<file path="src/rtl/cascade_down_counter.sv">
// Cascaded modulo-MODULUS counter with edge-detected stepping, parallel load,
// up/down direction and wrap-or-saturate behaviour at the terminal count.

module cascade_digit #(
   parameter int MODULUS = 10,
   parameter int DIGIT_W = 4
) (
   input  logic [DIGIT_W-1:0] d,
   input  logic               up,
   input  logic               cin,
   output logic [DIGIT_W-1:0] d_nxt,
   output logic               is_zero,
   output logic               is_max
);
   localparam logic [DIGIT_W-1:0] MAX_D = DIGIT_W'(MODULUS - 1);

   assign is_zero = (d == '0);
   assign is_max  = (d == MAX_D);

   always_comb begin
      d_nxt = d;
      if (cin) begin
         if (up) d_nxt = is_max  ? '0    : d + 1'b1;
         else    d_nxt = is_zero ? MAX_D : d - 1'b1;
      end
   end
endmodule

module cascade_down_counter #(
   parameter int DIGITS  = 4,
   parameter int MODULUS = 10,
   parameter int DIGIT_W = 4,
   parameter bit WRAP    = 1
) (
   input  logic                      clk,
   input  logic                      resetn,
   input  logic                      enable,
   input  logic                      in_pulse,
   input  logic                      up,
   input  logic                      load,
   input  logic [DIGITS*DIGIT_W-1:0] load_value,
   output logic [DIGITS*DIGIT_W-1:0] cur_value,
   output logic                      out_pulse,
   output logic                      at_terminal
);
   localparam logic [DIGIT_W-1:0] MAX_D = DIGIT_W'(MODULUS - 1);
   localparam logic [DIGIT_W:0]   MOD_W = (DIGIT_W+1)'(MODULUS);

   logic [DIGITS-1:0][DIGIT_W-1:0] digit_q, digit_nxt, ld_clamp;
   logic [DIGITS-1:0]              chain, is_zero, is_max, term_nxt;
   logic                           prev, step, step_ok;

   // chain[i]: the step reaches digit i (every lower digit borrows/carries)
   assign chain[0] = 1'b1;

   for (genvar i = 0; i < DIGITS; i++) begin : g_dig
      if (i > 0) begin : g_chain
         assign chain[i] = chain[i-1] & (up ? is_max[i-1] : is_zero[i-1]);
      end

      cascade_digit #(.MODULUS(MODULUS), .DIGIT_W(DIGIT_W)) u_digit (
         .d       (digit_q[i]),
         .up      (up),
         .cin     (chain[i]),
         .d_nxt   (digit_nxt[i]),
         .is_zero (is_zero[i]),
         .is_max  (is_max[i])
      );

      assign ld_clamp[i] = ({1'b0, load_value[i*DIGIT_W +: DIGIT_W]} >= MOD_W) ?
                           MAX_D : load_value[i*DIGIT_W +: DIGIT_W];
      assign term_nxt[i] = up ? (digit_nxt[i] == MAX_D) : (digit_nxt[i] == '0);
   end

   assign at_terminal = up ? (&is_max) : (&is_zero);
   assign step        = in_pulse & ~prev & enable;
   assign step_ok     = step & (WRAP | ~at_terminal);
   assign cur_value   = digit_q;

   // A wrap out of terminal lands on the opposite extreme, so term_nxt stays low
   always_ff @(posedge clk or negedge resetn) begin
      if (!resetn) begin
         digit_q   <= {DIGITS{MAX_D}};
         prev      <= 1'b0;
         out_pulse <= 1'b0;
      end else begin
         prev      <= in_pulse;
         out_pulse <= 1'b0;
         if (load) begin
            digit_q <= ld_clamp;
         end else if (step_ok) begin
            digit_q   <= digit_nxt;
            out_pulse <= &term_nxt;
         end
      end
   end
endmodule

</file>
<file path="config.mk">
export PLATFORM = sky130hd
export DESIGN_NAME = cascade_down_counter
export DESIGN_NICKNAME = d
export VERILOG_FILES = /design/src/rtl/cascade_down_counter.sv
export SDC_FILE = /design/constraint.sdc
export NUM_CORES = 1
export LEC_CHECK = 0
export CORE_MARGIN = 5
export CORE_UTILIZATION = 47
export DETAILED_ROUTE_END_ITERATION = 16
export PLACE_DENSITY = 0.79
export SLEW_MARGIN = 25
export SYNTH_ARGS = -nofsm -noshare
export SYNTH_HDL_FRONTEND = slang
export SYNTH_SLANG_ARGS = --single-unit
export TNS_END_PERCENT = 50
</file>
<file path="constraint.sdc">
create_clock -name clk -period 2.18 [get_ports clk]
set_input_delay 0.327 -clock clk [delete_from_list [all_inputs] [get_ports clk]]
set_output_delay 0.327 -clock clk [all_outputs]
set_load 0.005 [all_outputs]
</file>
==> summary.md <==
| Metric | Value |
|---|---|
| Outcome | `finished, violations left` |
| Failing checks | `setup timing` |
| Core ar. | `4000 um2` |
| Clk buf depth | `2` |
| Share of the synthesized area in the top cell type | `0.1290` |
| Post-DP HPWL | `4.687 mm` |
| Mapped Area | `1939 um2` |
| Worst-margin pin slew | `354.7 ps` |
| Die area | `5511 um2` |
| First-pass GRT wire length | `10.22 mm` |
| Final GP Congestion | `0.9020` |
| Row count | `23` |
| Main flop type after synthesis | `dfrtp_1` |
| Critical path arrival | `2470 ps` |
| GR peak layer | `met2` |
| DR iter-0 viols | `212` |
| Post-synthesis cell count | `270` |
| CTS root buf | `clkbuf_8` |
| Worst skew pair latency | `260 ps` |
| Setup WS pre-CTS | `-529.9 ps` |
| Ys Warns | `0` |
| R2r setup slk | `-130 ps` |
| PwrDens | `479.9 nW/um2` |
| Crit-path slowest cell | `or4_4` |
| Worst Slack Setup Final | `-128.6 ps` |
| Reg-to-reg endpoint | `out_pulse` |
| Largest area contributor in the netlist | `dfrtp_1` |
| CP Max Fanout | `7` |
| Synth Area in XOR/XNOR | `0.05419` |
| Post-DP Area | `2723 um2` |
| Nets | `372` |
| Final WL | `6.209 mm` |
| Compound-Gate Fraction of Synth Area | `0.3394` |
| GR Util met2 | `0.3888` |
| Worst Path Buf+Inv | `0` |
| Post-synthesis mux area share | `0.01677` |
| P_leak | `1.134 nW` |
| Max Cap Viol | `0` |
| Clock Skew | `2.770 ps` |
| Clock sinks | `18` |
| Total track usage | `0.2342` |
| Endpoint class of the critical path | `flop` |
| Crit-path cells | `or3_4 -> a21o_4 -> a311oi_2 -> a21oi_2 -> or4_4 -> a2111oi_4` |
| Max VDD drop | `357.0 uV` |
| Largest family of logic cells by synthesized area | `compound AO/OA/AOI/OAI gates` |
| Fin util | `0.7204` |
| Largest net degree at the start of global routing | `22` |
| GR Overflow Total | `0` |
| WS Path Type | `reg2reg` |
| Post-synthesis simple-gate area fraction | `0.2852` |
| Post-route DRC | `0` |
| Synth Net Count | `292` |
| Synth top area cells | `dfrtp_1 13%, dfstp_2 11%, o21ai_0 8.3%` |
| Diodes inserted | `0` |
| RSZ-0062 raised after global routing | `true` |
| Slew headroom | `0.7617` |
| Vias/cell | `5.962` |
| Post-synthesis cell type count | `63` |
| Share of layout cells above drive strength 1 | `0.2894` |
| Port Buffers | `39` |
| Hold Vio Cnt, Final | `0` |
| Number of global-route vias before repair | `2,202` |
| Met1 Use GR | `0.3195` |
| Seq/Total Area, Yosys | `0.2374` |
| DIE WIDTH | `74.24 um` |
| Layout filler cell count | `316` |
| Worst-path clk slew | `70 ps` |
| Area delta synth->final | `48.58%` |
| CTS buffer count | `3` |
| # placed instances | `389` |
| Synthesized-area fraction occupied by adder cells | `0` |
| Via Count | `2,379` |
| RR Startpoint | `cur_value[3]` |
| Initial Utilization | `0.4848` |
| Fraction of the cycle the final worst path needs | `1.059` |
| Drt wl/cell | `15.56 um` |
| Post-route ant nets | `0` |
| Max Slew Vio Count | `0` |
| CTS H-Tree Depth | `1` |
| Syn avg cell area | `7.183 um2` |
| Worst Path Required | `2340 ps` |
| Setup violators final | `1` |
| Min-Delay Path Class | `in2async` |
| CTS tree | `built` |
| Yosys reg bits | `18` |
| M3 GR Usage | `0.02973` |
| Non-Filler Instances | `399` |
| Min Tclk post-route | `2309 ps` |
| IO Count | `40` |
| Drt first pass iters | `5` |
| CP Launch Type | `flop` |
| Post-synth EDFFs | `0` |
| Antenna violations before repair | `0` |
| Die H | `74.24 um` |
| Fin area | `2882 um2` |
| Fmax | `433.2 MHz` |
| Worst path max stage delay | `500 ps` |
| Crit-path leading delay family | `simple AND/OR/NAND/NOR gates` |
| Register-to-Register Path Depth | `6` |
| Synth async-reset ratio | `1.000` |
[layout by cell type, fill, tap and decap left out, drive strengths merged, types with 4 or more instances in the layout]
master,n
inv,6
nor2b,9
nor3,15
nor2,24
a211oi,4
xnor2,9
and3,6
a21oi,14
o21a,7
o21ai,38
dfstp,8
nand3,8
dfrtp,10
clkbuf,5
buf,61
a221oi,4
clkdlybuf4s50,37
nand2,27
[layer usage]
metal	up-vias	wire, um	share of wire
met3	12	508	0.082
met1	1092	2577	0.42
met5	-	0	0
met4	0	110	0.018
met2	123	3012	0.49
li1	1152	-	-
[timing repair]
action,4_1_cts,5_1_grt
buffers inserted,2,4
hold buffers,0,0
pin swaps,3,4
endpoints found under the setup margin,7,5
resized for setup,14,6
[power by group]
part	switching [mW]	leakage, nW	internal (mW)
registers	0.0346	0.212	0.376
logic	0.340	0.893	0.350
clock network	0.122	0.0288	0.161
total	0.496	1.13	0.886
[final cells by class]
type | instances | area (um2) | area share
Tap cell | 50 | 62.56 | 0.02171
Sequential cell | 18 | 461.7 | 0.1602
Clock buffer | 4 | 55.05 | 0.01911
Timing Repair Buffer | 100 | 849.6 | 0.2948
Multi-Input combinational cell | 220 | 1426 | 0.4950
Inverter | 7 | 26.28 | 0.009119
[cell families after synthesis]
kind of cell              after synthesis
and+or+nand+nor                       107
AOI/OAI and AO/OA                      98
DFF                                    18
buffers and inverters                  32
muxes                                   3
xor gates and xnor gates               12
[Yosys cell counts (all sizes together), types with 3 or more instances]
master	number
nand3	8
dfrtp	10
or2	3
nor2	24
xnor2	9
xor2	3
a31oi	3
a211oi	4
dfstp	8
nand2	27
and3	6
inv	6
o2111ai	3
buf	7
nor3	15
a221oi	4
clkbuf	18
o21a	7
a21oi	14
o21ai	38
nor2b	9
[metrics by stage]
stage | hold slack, ps | setup TNS [ps] | power (mW)
after detailed placement | 658.0 | -3528 | 1.053
after floorplan | 31.41 | -62.43 | 0.7548
final | 395.9 | -128.6 | 1.383
after CTS | 401.1 | -91.41 | 1.361
after global routing | 417.3 | -352.8 | 1.466
after global placement | 650.7 | -3095 | 1.044
[registers in the layout, indices dropped and copies added, names as in the netlist]
name       cells
cur_value     16
out_pulse      1
prev           1
[worst max-delay path by stage]
| stage | slack [ps] | endpoint | cells after the start | start |
|---|---|---|---|---|
| detailed placement | -530 | out_pulse | 7 | up |
| CTS | -90 | out_pulse | 7 | cur_value[7] |
| finish | -130 | out_pulse | 6 | cur_value[3] |
| global route | -230 | out_pulse | 6 | cur_value[3] |
| global placement | -480 | out_pulse | 7 | up |
| floorplan | -60 | out_pulse | 7 | cur_value[7] |
Power figures use the tool's default switching activity.
